$ cat src/rtl/hs32_opfetch_if.sv
// Bus bundle between hs32_opfetch and its neighbours: decode requests, execute writebacks,
// the dual-port register file, and the downstream operand consumer.
interface hs32_opfetch_if #(
    parameter int addr_width = 4,
    parameter int data_width = 32
);
    logic                  req_valid;
    logic                  req_ready;
    logic [addr_width-1:0] req_rs1;
    logic [addr_width-1:0] req_rs2;
    logic                  wb_valid;
    logic [addr_width-1:0] wb_adr;
    logic [data_width-1:0] wb_data;
    logic                  rf_we;
    logic [addr_width-1:0] rf_wadr;
    logic [data_width-1:0] rf_din;
    logic [addr_width-1:0] rf_radr1;
    logic [addr_width-1:0] rf_radr2;
    logic [data_width-1:0] rf_dout1;
    logic [data_width-1:0] rf_dout2;
    logic                  op_valid;
    logic                  op_ready;
    logic [data_width-1:0] op_a;
    logic [data_width-1:0] op_b;

    modport slave (
        input  req_valid, req_rs1, req_rs2,
        input  wb_valid, wb_adr, wb_data,
        input  rf_dout1, rf_dout2,
        input  op_ready,
        output req_ready,
        output rf_we, rf_wadr, rf_din, rf_radr1, rf_radr2,
        output op_valid, op_a, op_b
    );

    modport master (
        output req_valid, req_rs1, req_rs2,
        output wb_valid, wb_adr, wb_data,
        output rf_dout1, rf_dout2,
        output op_ready,
        input  req_ready,
        input  rf_we, rf_wadr, rf_din, rf_radr1, rf_radr2,
        input  op_valid, op_a, op_b
    );
endinterface

$ cat src/rtl/hs32_opfetch.sv
// Operand-fetch / writeback controller for the hs32 register file: schedules reads around
// writebacks and keeps the captured operand pair coherent with later commits.
module hs32_opfetch #(
    parameter int addr_width = 4,
    parameter int data_width = 32
) (
    input  logic                 clk,
    input  logic                 reset,
    hs32_opfetch_if.slave        io_bus
);

    localparam logic [1:0] ST_IDLE  = 2'd0;
    localparam logic [1:0] ST_ISSUE = 2'd1;
    localparam logic [1:0] ST_WAIT  = 2'd2;
    localparam logic [1:0] ST_HOLD  = 2'd3;

    logic [1:0]            r_state;
    logic [addr_width-1:0] r_rs1;
    logic [addr_width-1:0] r_rs2;
    logic [data_width-1:0] r_op_a;
    logic [data_width-1:0] r_op_b;
    logic                  r_op_valid;

    logic [1:0]            w_state_nxt;
    logic [addr_width-1:0] w_rs1_nxt;
    logic [addr_width-1:0] w_rs2_nxt;
    logic [data_width-1:0] w_op_a_nxt;
    logic [data_width-1:0] w_op_b_nxt;
    logic                  w_op_valid_nxt;
    logic                  w_fwd_a;
    logic                  w_fwd_b;

    // A commit this cycle that targets a latched source must override the file's stale copy
    assign w_fwd_a = io_bus.wb_valid && (io_bus.wb_adr == r_rs1);
    assign w_fwd_b = io_bus.wb_valid && (io_bus.wb_adr == r_rs2);

    // Next-state and next-operand selection
    always_comb begin
        w_state_nxt    = r_state;
        w_rs1_nxt      = r_rs1;
        w_rs2_nxt      = r_rs2;
        w_op_a_nxt     = r_op_a;
        w_op_b_nxt     = r_op_b;
        w_op_valid_nxt = r_op_valid;
        case (r_state)
            ST_IDLE: begin
                if (io_bus.req_valid) begin
                    w_rs1_nxt   = io_bus.req_rs1;
                    w_rs2_nxt   = io_bus.req_rs2;
                    w_state_nxt = ST_ISSUE;
                end else begin
                    w_state_nxt = ST_IDLE;
                end
            end
            ST_ISSUE: begin
                // The file only reads on edges without a write, so a writeback holds us here
                if (io_bus.wb_valid) begin
                    w_state_nxt = ST_ISSUE;
                end else begin
                    w_state_nxt = ST_WAIT;
                end
            end
            ST_WAIT: begin
                if (w_fwd_a) begin
                    w_op_a_nxt = io_bus.wb_data;
                end else begin
                    w_op_a_nxt = io_bus.rf_dout1;
                end
                if (w_fwd_b) begin
                    w_op_b_nxt = io_bus.wb_data;
                end else begin
                    w_op_b_nxt = io_bus.rf_dout2;
                end
                w_op_valid_nxt = 1'b1;
                w_state_nxt    = ST_HOLD;
            end
            ST_HOLD: begin
                // A handshake transfers the value already held; a same-cycle commit is dropped
                if (io_bus.op_ready) begin
                    w_op_valid_nxt = 1'b0;
                    w_state_nxt    = ST_IDLE;
                end else begin
                    if (w_fwd_a) begin
                        w_op_a_nxt = io_bus.wb_data;
                    end else begin
                        w_op_a_nxt = r_op_a;
                    end
                    if (w_fwd_b) begin
                        w_op_b_nxt = io_bus.wb_data;
                    end else begin
                        w_op_b_nxt = r_op_b;
                    end
                    w_state_nxt = ST_HOLD;
                end
            end
            default: begin
                w_op_valid_nxt = 1'b0;
                w_state_nxt    = ST_IDLE;
            end
        endcase
    end

    // State, latched addresses and operand registers
    always_ff @(posedge clk or posedge reset) begin
        if (reset) begin
            r_state    <= ST_IDLE;
            r_rs1      <= {addr_width{1'b0}};
            r_rs2      <= {addr_width{1'b0}};
            r_op_a     <= {data_width{1'b0}};
            r_op_b     <= {data_width{1'b0}};
            r_op_valid <= 1'b0;
        end else begin
            r_state    <= w_state_nxt;
            r_rs1      <= w_rs1_nxt;
            r_rs2      <= w_rs2_nxt;
            r_op_a     <= w_op_a_nxt;
            r_op_b     <= w_op_b_nxt;
            r_op_valid <= w_op_valid_nxt;
        end
    end

    assign io_bus.req_ready = (r_state == ST_IDLE) && !reset;
    assign io_bus.rf_we     = io_bus.wb_valid && !reset;
    assign io_bus.rf_wadr   = io_bus.wb_adr;
    assign io_bus.rf_din    = io_bus.wb_data;
    assign io_bus.rf_radr1  = r_rs1;
    assign io_bus.rf_radr2  = r_rs2;
    assign io_bus.op_valid  = r_op_valid;
    assign io_bus.op_a      = r_op_a;
    assign io_bus.op_b      = r_op_b;

endmodule

$ cat src/flat_wrapper.sv
// flat-port wrapper written by rule: the top's interface ports become plain ports
module hs32_opfetch_flat 
#(
    parameter int addr_width = 4,
    parameter int data_width = 32
)
  (clk, reset, io_bus_req_valid, io_bus_req_rs1, io_bus_req_rs2, io_bus_wb_valid, io_bus_wb_adr, io_bus_wb_data, io_bus_rf_dout1, io_bus_rf_dout2, io_bus_op_ready, io_bus_req_ready, io_bus_rf_we, io_bus_rf_wadr, io_bus_rf_din, io_bus_rf_radr1, io_bus_rf_radr2, io_bus_op_valid, io_bus_op_a, io_bus_op_b);
  hs32_opfetch_if #(.addr_width(addr_width), .data_width(data_width)) io_bus_i ();
  input  logic clk;
  input  logic reset;
  input wire logic [$bits(io_bus_i.req_valid)-1:0] io_bus_req_valid;
  input wire logic [$bits(io_bus_i.req_rs1)-1:0] io_bus_req_rs1;
  input wire logic [$bits(io_bus_i.req_rs2)-1:0] io_bus_req_rs2;
  input wire logic [$bits(io_bus_i.wb_valid)-1:0] io_bus_wb_valid;
  input wire logic [$bits(io_bus_i.wb_adr)-1:0] io_bus_wb_adr;
  input wire logic [$bits(io_bus_i.wb_data)-1:0] io_bus_wb_data;
  input wire logic [$bits(io_bus_i.rf_dout1)-1:0] io_bus_rf_dout1;
  input wire logic [$bits(io_bus_i.rf_dout2)-1:0] io_bus_rf_dout2;
  input wire logic [$bits(io_bus_i.op_ready)-1:0] io_bus_op_ready;
  output wire logic [$bits(io_bus_i.req_ready)-1:0] io_bus_req_ready;
  output wire logic [$bits(io_bus_i.rf_we)-1:0] io_bus_rf_we;
  output wire logic [$bits(io_bus_i.rf_wadr)-1:0] io_bus_rf_wadr;
  output wire logic [$bits(io_bus_i.rf_din)-1:0] io_bus_rf_din;
  output wire logic [$bits(io_bus_i.rf_radr1)-1:0] io_bus_rf_radr1;
  output wire logic [$bits(io_bus_i.rf_radr2)-1:0] io_bus_rf_radr2;
  output wire logic [$bits(io_bus_i.op_valid)-1:0] io_bus_op_valid;
  output wire logic [$bits(io_bus_i.op_a)-1:0] io_bus_op_a;
  output wire logic [$bits(io_bus_i.op_b)-1:0] io_bus_op_b;
  assign io_bus_i.req_valid = io_bus_req_valid;
  assign io_bus_i.req_rs1 = io_bus_req_rs1;
  assign io_bus_i.req_rs2 = io_bus_req_rs2;
  assign io_bus_i.wb_valid = io_bus_wb_valid;
  assign io_bus_i.wb_adr = io_bus_wb_adr;
  assign io_bus_i.wb_data = io_bus_wb_data;
  assign io_bus_i.rf_dout1 = io_bus_rf_dout1;
  assign io_bus_i.rf_dout2 = io_bus_rf_dout2;
  assign io_bus_i.op_ready = io_bus_op_ready;
  assign io_bus_req_ready = io_bus_i.req_ready;
  assign io_bus_rf_we = io_bus_i.rf_we;
  assign io_bus_rf_wadr = io_bus_i.rf_wadr;
  assign io_bus_rf_din = io_bus_i.rf_din;
  assign io_bus_rf_radr1 = io_bus_i.rf_radr1;
  assign io_bus_rf_radr2 = io_bus_i.rf_radr2;
  assign io_bus_op_valid = io_bus_i.op_valid;
  assign io_bus_op_a = io_bus_i.op_a;
  assign io_bus_op_b = io_bus_i.op_b;
  hs32_opfetch #(.addr_width(addr_width), .data_width(data_width)) u_core (.clk(clk), .reset(reset), .io_bus(io_bus_i));
endmodule
$ cat config.mk
export PLATFORM = sky130hd
export DESIGN_NAME = hs32_opfetch_flat
export DESIGN_NICKNAME = d
export VERILOG_FILES = /design/src/rtl/hs32_opfetch_if.sv /design/src/rtl/hs32_opfetch.sv /design/src/flat_wrapper.sv
export SDC_FILE = /design/constraint.sdc
export NUM_CORES = 1
export LEC_CHECK = 0
export ABC_CLOCK_PERIOD_IN_PS = 2200
export BUFFER_PORTS_ARGS = -buffer_cell sky130_fd_sc_hd__buf_2
export CAP_MARGIN = 30
export CORE_MARGIN = 4
export CORE_UTILIZATION = 39
export CTS_CLUSTER_DIAMETER = 40
export DETAILED_ROUTE_END_ITERATION = 8
export PLACE_DENSITY = 0.71
export REMOVE_ABC_BUFFERS = 1
export SYNTH_ARGS = -nofsm -noshare
export SYNTH_HDL_FRONTEND = slang
export SYNTH_SLANG_ARGS = --single-unit
$ cat constraint.sdc
create_clock -name clk -period 2.2 [get_ports clk]
set_input_delay 0.44 -clock clk [delete_from_list [all_inputs] [get_ports clk]]
set_output_delay 0.44 -clock clk [all_outputs]
set_load 0.03 [all_outputs]
==> flow_summary_export.csv, run 1 <==
group,metric,value,unit
run_status,status,"completed",
grt,antenna_found_initial,0,
finish,area_growth,28.4,%
sta,worst_slew_pin_slew,0.638,ns
finish,final_cell_mix,"buf_2 (223), dfrtp_1 (75), mux2_2 (65)",
worst_setup_path,critPathKind,"reg -> reg",
clocking,insertion_delay,0.33,ns
worst_setup_path,cp-end-kind,"flip-flop",
worst_setup_path,critPathArrivalTime,2.18,ns
power,p_leak,0.00287,uW
finish,layout-drive-gt1-share,0.780,
synthesis,ys_seq_area_frac,0.440,
sta,fmax,0.508,GHz
sta,finalCriticalPeriod,1.97,ns
sta,setup_tns,0,ns
clocking,cts_tree,"built",
sta,finClkSkew,0.00673,ns
worst_setup_path,cp_max_fo,13,
worst_setup_path,cpLargestDelayFamily,"multiplexers",
clocking,clkSlewWorstSetupHoldPaths,0.08,ns
synthesis,synth_cell_types,21,
worst_setup_path,crit_required,2.42,ns
clocking,cts_htree_levels,3,
clocking,cts.path.max_buffers,2,
floorplanning,die_h,113,um
worst_setup_path,crit_buf_inv,1,
worst_setup_path,critPathSlowestCell,"dfrtp_1",
finish,nFillCells,914,
clocking,cts_resized,0,
grt,grt_pass1_wl,16300,um
power,ir_drop,0.000721,V
floorplanning,rows,37,
floorplanning,die_area,0.0127,mm^2
grt,grt_max_degree,40,
power,powerDensity,1720,mW/mm^2
finish,fin_util,0.521,
finish,finalNetCount,604,
sta,setup_viol,0,
synthesis,synth_top_cell_by_area,"dfrtp_1",
sta,drv_slew,0,
floorplanning,boundaryPins,224,
synthesis,yosys-top-cells-area,"dfrtp_1 (44%), mux2_4 (21%), mux2_2 (17%)",
sta,rsz0062_at_grt,"false",
sta,finalCritPeriodShare,0.894,
finish,area.sequential,0.00188,mm^2
floorplanning,die-width,113,um
place,place.gp.congestion,0.872,
grt,grtUsageTotal,0.160,
floorplanning,initial_core_util,0.406,
clocking,clock-root-buffer,"clkbuf_8",
sta,holdWs,0.217,ns
synthesis,synth-seq-cells,75,
job,max_cap_viol_count,0,
clocking,cts_sinks,75,
worst_setup_path,start_kind,"flip-flop",
worst_setup_path,cpPeakStageDelay,0.41,ns
sta,hold_viol,0,
clocking,cts_buffers,9,
drt,drt_iter0_drc,86,
synthesis,synthCells,294,
clocking,hold_buffers,0,
finish,multi_input_area,0.00199,mm^2
drt,drtAntennaViolNets,0,
synthesis,syn_area_per_cell,14.5,um^2
drt,post-route-drc-count,0,
place,dpl.hpwl,8120,um
worst_setup_path,crit_chain,"xnor2_1 -> nand3_2 -> o21ai_4 -> buf_4 -> mux2_2 -> mux2_4",
drt,vias_per_cell,4.67,
floorplanning,coreArea,0.0105,mm^2
synthesis,syn-cell-area,0.00427,mm^2
synthesis,ys_warn_count,0,
drt,drtPass1Iterations,4,
drt,wirelength,10500,um
clocking,post_cts_buffers,0,
worst_hold_path,hold_path.class,"in -> async",
sta,relSlewSlack,0.573,
finish,final_common_cell,"buf_2",
drt,routedWlPerCell,16.7,um
place,io_buffers,223,
drt,num_vias,2945,
grt,grt_pass1_vias,3177,
synthesis,yosysTopAreaCellShare,0.440,
finish,antenna_cells,0,
grt,overflow,0,
## final cells by class
| cell class | count | area share |
|---|---|---|
| multi-input combinational | 166 | 0.363 |
| clock buffer | 10 | 0.0251 |
| inverter | 3 | 0.00205 |
| tap | 136 | 0.0311 |
| timing repair buffer | 236 | 0.226 |
| sequential | 75 | 0.342 |
| clock inverter | 5 | 0.00982 |
## power breakdown
part	internal, uW	switching (uW)
clock	545	496
sequential	2110	451
combinational	2730	3080
## synth_stat cells
cell / number
nand2_2: 2
nor2_1: 2
o21ai_0: 1
mux2i_1: 1
a21oi_1: 2
dfrtp_1: 75
buf_4: 39
mux2_2: 65
and3_1: 1
mux2_1: 11
buf_6: 9
o21ai_2: 2
inv_1: 3
xnor2_1: 8
nand3_2: 2
o31ai_2: 2
mux2_4: 60
nor3b_2: 1
nor3_1: 1
nand2_1: 5
buf_2: 2
## cells by family (layout without fill, tap and decap cells)
group / count (synthesis) / in the layout / synth area share
AOI/OAI and AO/OA: 7 / 7 / 0.0135
xor gates and xnor gates: 8 / 8 / 0.0164
buffers and inverters: 53 / 254 / 0.0973
DFF: 75 / 75 / 0.440
muxes: 137 / 137 / 0.414
and+or+nand+nor: 14 / 14 / 0.0193
## worst paths after layout
check	depth (start not counted)	slack, ns	to	from
worst min register to register	2	0.49	u_core.io_bus.op_valid$_DFFE_PP0P_	u_core.io_bus.op_valid$_DFFE_PP0P_
worst max-delay path	6	0.23	u_core.io_bus.op_b[4]$_DFFE_PP0P_	u_core.io_bus.rf_radr2[2]$_DFFE_PP0P_
max in group asynchronous	3	1.61	u_core.io_bus.op_a[31]$_DFFE_PP0P_	reset
min in group clk	2	0.34	u_core.io_bus.rf_radr1[3]$_DFFE_PP0P_	io_bus_req_rs1[3]
worst min-delay path	3	0.22	u_core.io_bus.op_b[7]$_DFFE_PP0P_	reset
worst max register to register	6	0.23	u_core.io_bus.op_b[4]$_DFFE_PP0P_	u_core.io_bus.rf_radr2[2]$_DFFE_PP0P_
## tightest hold or removal path, delay by kind of cell
family | cells | cell delay (ns)
buf+inv | 3 | 0.55
## routing by layer
layer,vias up,global-route usage,part of all wire
li1,1386,-,-
met1,1421,0.187,0.40
met2,126,0.282,0.50
met3,12,0.0453,0.082
met4,0,0.0497,0.012
met5,-,0,0
## registers in the layout, indices dropped and copies added (netlist names)
register and flops:
u_core.io_bus.rf_radr2 4, u_core.io_bus.op_b 32, u_core.io_bus.op_a 32, u_core.r_state 2, u_core.io_bus.op_valid 1, u_core.io_bus.rf_radr1 4
## metrics by stage
stage	area (um^2)	setup WS [ns]	std cells	power (uW)
finish	5480	0.232	631	9410
global route	5480	0.121	631	9960
CTS	5480	0.227	631	9530
detailed placement	5290	0.0894	616	8450
global placement	5290	0.110	616	8350
floorplan	3860	-0.328	244	6710
No activity file was read; power rests on OpenSTA's default activity.
==> run 2, diff against run 1 <==
--- a/config.mk
+++ b/config.mk
@@ -5,14 +5,14 @@
 export SDC_FILE = /design/constraint.sdc
 export NUM_CORES = 1
 export LEC_CHECK = 0
-export ABC_CLOCK_PERIOD_IN_PS = 2200
+export ABC_CLOCK_PERIOD_IN_PS = 2300
 export BUFFER_PORTS_ARGS = -buffer_cell sky130_fd_sc_hd__buf_2
-export CAP_MARGIN = 30
+export CAP_MARGIN = 20
 export CORE_MARGIN = 4
 export CORE_UTILIZATION = 39
 export CTS_CLUSTER_DIAMETER = 40
 export DETAILED_ROUTE_END_ITERATION = 8
-export PLACE_DENSITY = 0.71
+export PLACE_DENSITY = 0.68
 export REMOVE_ABC_BUFFERS = 1
 export SYNTH_ARGS = -nofsm -noshare
 export SYNTH_HDL_FRONTEND = slang
==> constraint.sdc (replaced) <==
create_clock -name clk -period 2.3 [get_ports clk]
set_input_delay 0.46 -clock clk [delete_from_list [all_inputs] [get_ports clk]]
set_output_delay 0.46 -clock clk [all_outputs]
set_load 0.03 [all_outputs]
==> flow_summary_export.csv, run 2 (synthesis gave the netlist of run 1 again) <==
group,metric,value,unit
finish,layout-drive-gt1-share,0.779,
sta,holdWs,0.217,ns
finish,multi_input_area,0.00199,mm^2
place,place.gp.congestion,0.813,
grt,grt_pass1_vias,3203,
floorplanning,die_area,0.0127,mm^2
clocking,clock-root-buffer,"clkbuf_8",
place,placed_cells,613,
clocking,cts_htree_levels,3,
clocking,cts_sinks,75,
drt,num_vias,2946,
sta,finalCriticalPeriod,1.91,ns
finish,antenna_cells,0,
finish,area.sequential,0.00188,mm^2
sta,finClkSkew,0.00685,ns
finish,final_common_cell,"buf_2",
worst_setup_path,crit_chain,"xnor2_1 -> nand3_2 -> o21ai_4 -> buf_12 -> mux2_2 -> mux2_4",
floorplanning,boundaryPins,224,
worst_setup_path,crit_required,2.52,ns
worst_setup_path,critPathArrivalTime,2.13,ns
worst_setup_path,cp-end-kind,"flip-flop",
grt,grt_pass1_wl,16000,um
drt,drtAntennaViolNets,0,
finish,final_cell_mix,"buf_2 (223), dfrtp_1 (75), mux2_2 (65)",
grt,grt_max_degree,45,
worst_setup_path,cpPeakStageDelay,0.41,ns
clocking,hold_buffers,0,
clocking,post_cts_buffers,0,
place,place_area,0.00529,mm^2
grt,overflow,0,
finish,nFillCells,943,
clocking,insertion_delay,0.34,ns
clocking,cts_resized,0,
sta,relSlewSlack,0.574,
drt,drt_iter0_drc,70,
finish,layout.cells.non_filler,629,
worst_setup_path,critPathSlowestCell,"dfrtp_1",
floorplanning,die-width,113,um
sta,hold_viol,0,
job,max_cap_viol_count,0,
drt,routedWlPerCell,16.1,um
power,ir_drop,0.000738,V
drt,drtPass1Iterations,6,
floorplanning,initial_core_util,0.406,
finish,fin_area,0.00551,mm^2
worst_hold_path,hold_path.class,"in -> async",
place,io_buffers,223,
grt,grtUsageTotal,0.157,
floorplanning,die_h,113,um
worst_setup_path,cp_max_fo,15,
place,dpl.hpwl,7750,um
power,powerDensity,1650,mW/mm^2
sta,setup_tns,0,ns
clocking,cts_tree,"built",
run_status,status,"completed",
sta,fmax,0.523,GHz
sta,rsz0062_at_grt,"false",
floorplanning,rows,37,
floorplanning,coreArea,0.0105,mm^2
grt,antenna_found_initial,0,
clocking,cts_buffers,9,
sta,finalCritPeriodShare,0.831,
clocking,cts.path.max_buffers,2,
drt,post-route-drc-count,0,
sta,setup_viol,0,
finish,finalNetCount,601,
sta,drv_slew,0,
power,p_leak,0.00286,uW
worst_setup_path,start_kind,"flip-flop",
worst_setup_path,critPathKind,"reg -> reg",
sta,worst_slew_pin_slew,0.637,ns
drt,vias_per_cell,4.68,
drt,wirelength,10200,um
finish,area_growth,29.0,%
clocking,clkSlewWorstSetupHoldPaths,0.08,ns
power,power,9110,uW
[run 2: cell count changes in the layout (fill, tap and decap cells not counted)]
cell,before,now
buf_12,2,4
buf_4,11,6
bufinv_16,1,2
clkbuf_8,10,9
clkinv_2,3,2
clkinv_4,1,0
clkinvlp_4,0,3
[run 2: final timing paths]
path / to / depth (start not counted) / slack, ns / start
worst max-delay path: u_core.io_bus.op_b[9]$_DFFE_PP0P_ / 6 / 0.39 / u_core.io_bus.rf_radr2[2]$_DFFE_PP0P_
worst min-delay path: u_core.io_bus.op_a[10]$_DFFE_PP0P_ / 3 / 0.22 / reset
worst max register to register: u_core.io_bus.op_b[9]$_DFFE_PP0P_ / 6 / 0.39 / u_core.io_bus.rf_radr2[2]$_DFFE_PP0P_
worst min register to register: u_core.io_bus.op_valid$_DFFE_PP0P_ / 2 / 0.49 / u_core.io_bus.op_valid$_DFFE_PP0P_
max in group asynchronous: u_core.io_bus.op_a[16]$_DFFE_PP0P_ / 3 / 1.62 / reset
min in group clk: u_core.io_bus.rf_radr1[3]$_DFFE_PP0P_ / 2 / 0.35 / io_bus_req_rs1[3]
[run 2: area by class of cell]
type | count | area share
Timing Repair Buffer | 233 | 0.225
Tap cell | 136 | 0.0309
Clock inverter | 7 | 0.0168
Inverter | 3 | 0.00204
Sequential cell | 75 | 0.341
Clock buffer | 9 | 0.0225
Multi-Input combinational cell | 166 | 0.362
[run 2: critical path, delay by kind of cell, from the launching register on]
family | cells | cell delay [ns]
compound gates | 1 | 0.24
xor+xnor | 1 | 0.20
buf+inv | 1 | 0.18
flops | 1 | 0.41
mux | 2 | 0.62
simple gates | 1 | 0.14
[run 2: routing by layer]
metal	vias to the layer above	track usage	share of wire
met5	-	0	0
met3	14	0.0394	0.083
met1	1401	0.189	0.41
met4	0	0.0625	0.017
met2	138	0.269	0.49
li1	1393	-	-
[run 2: stage by stage]
stage               setup slack [ns]  utilization
global placement               0.199        0.504
CTS                            0.376        0.524
global route                   0.264        0.524
finish                         0.390        0.524
detailed placement             0.198        0.504
floorplan                     -0.228            -
[run 2: report_power, final]
part           switching, uW  leakage (uW)  internal (uW)
Sequential               445      0.000882           2020
Combinational           2900       0.00188           2640
Clock                    501      0.000101            607
Total                   3850       0.00286           5260
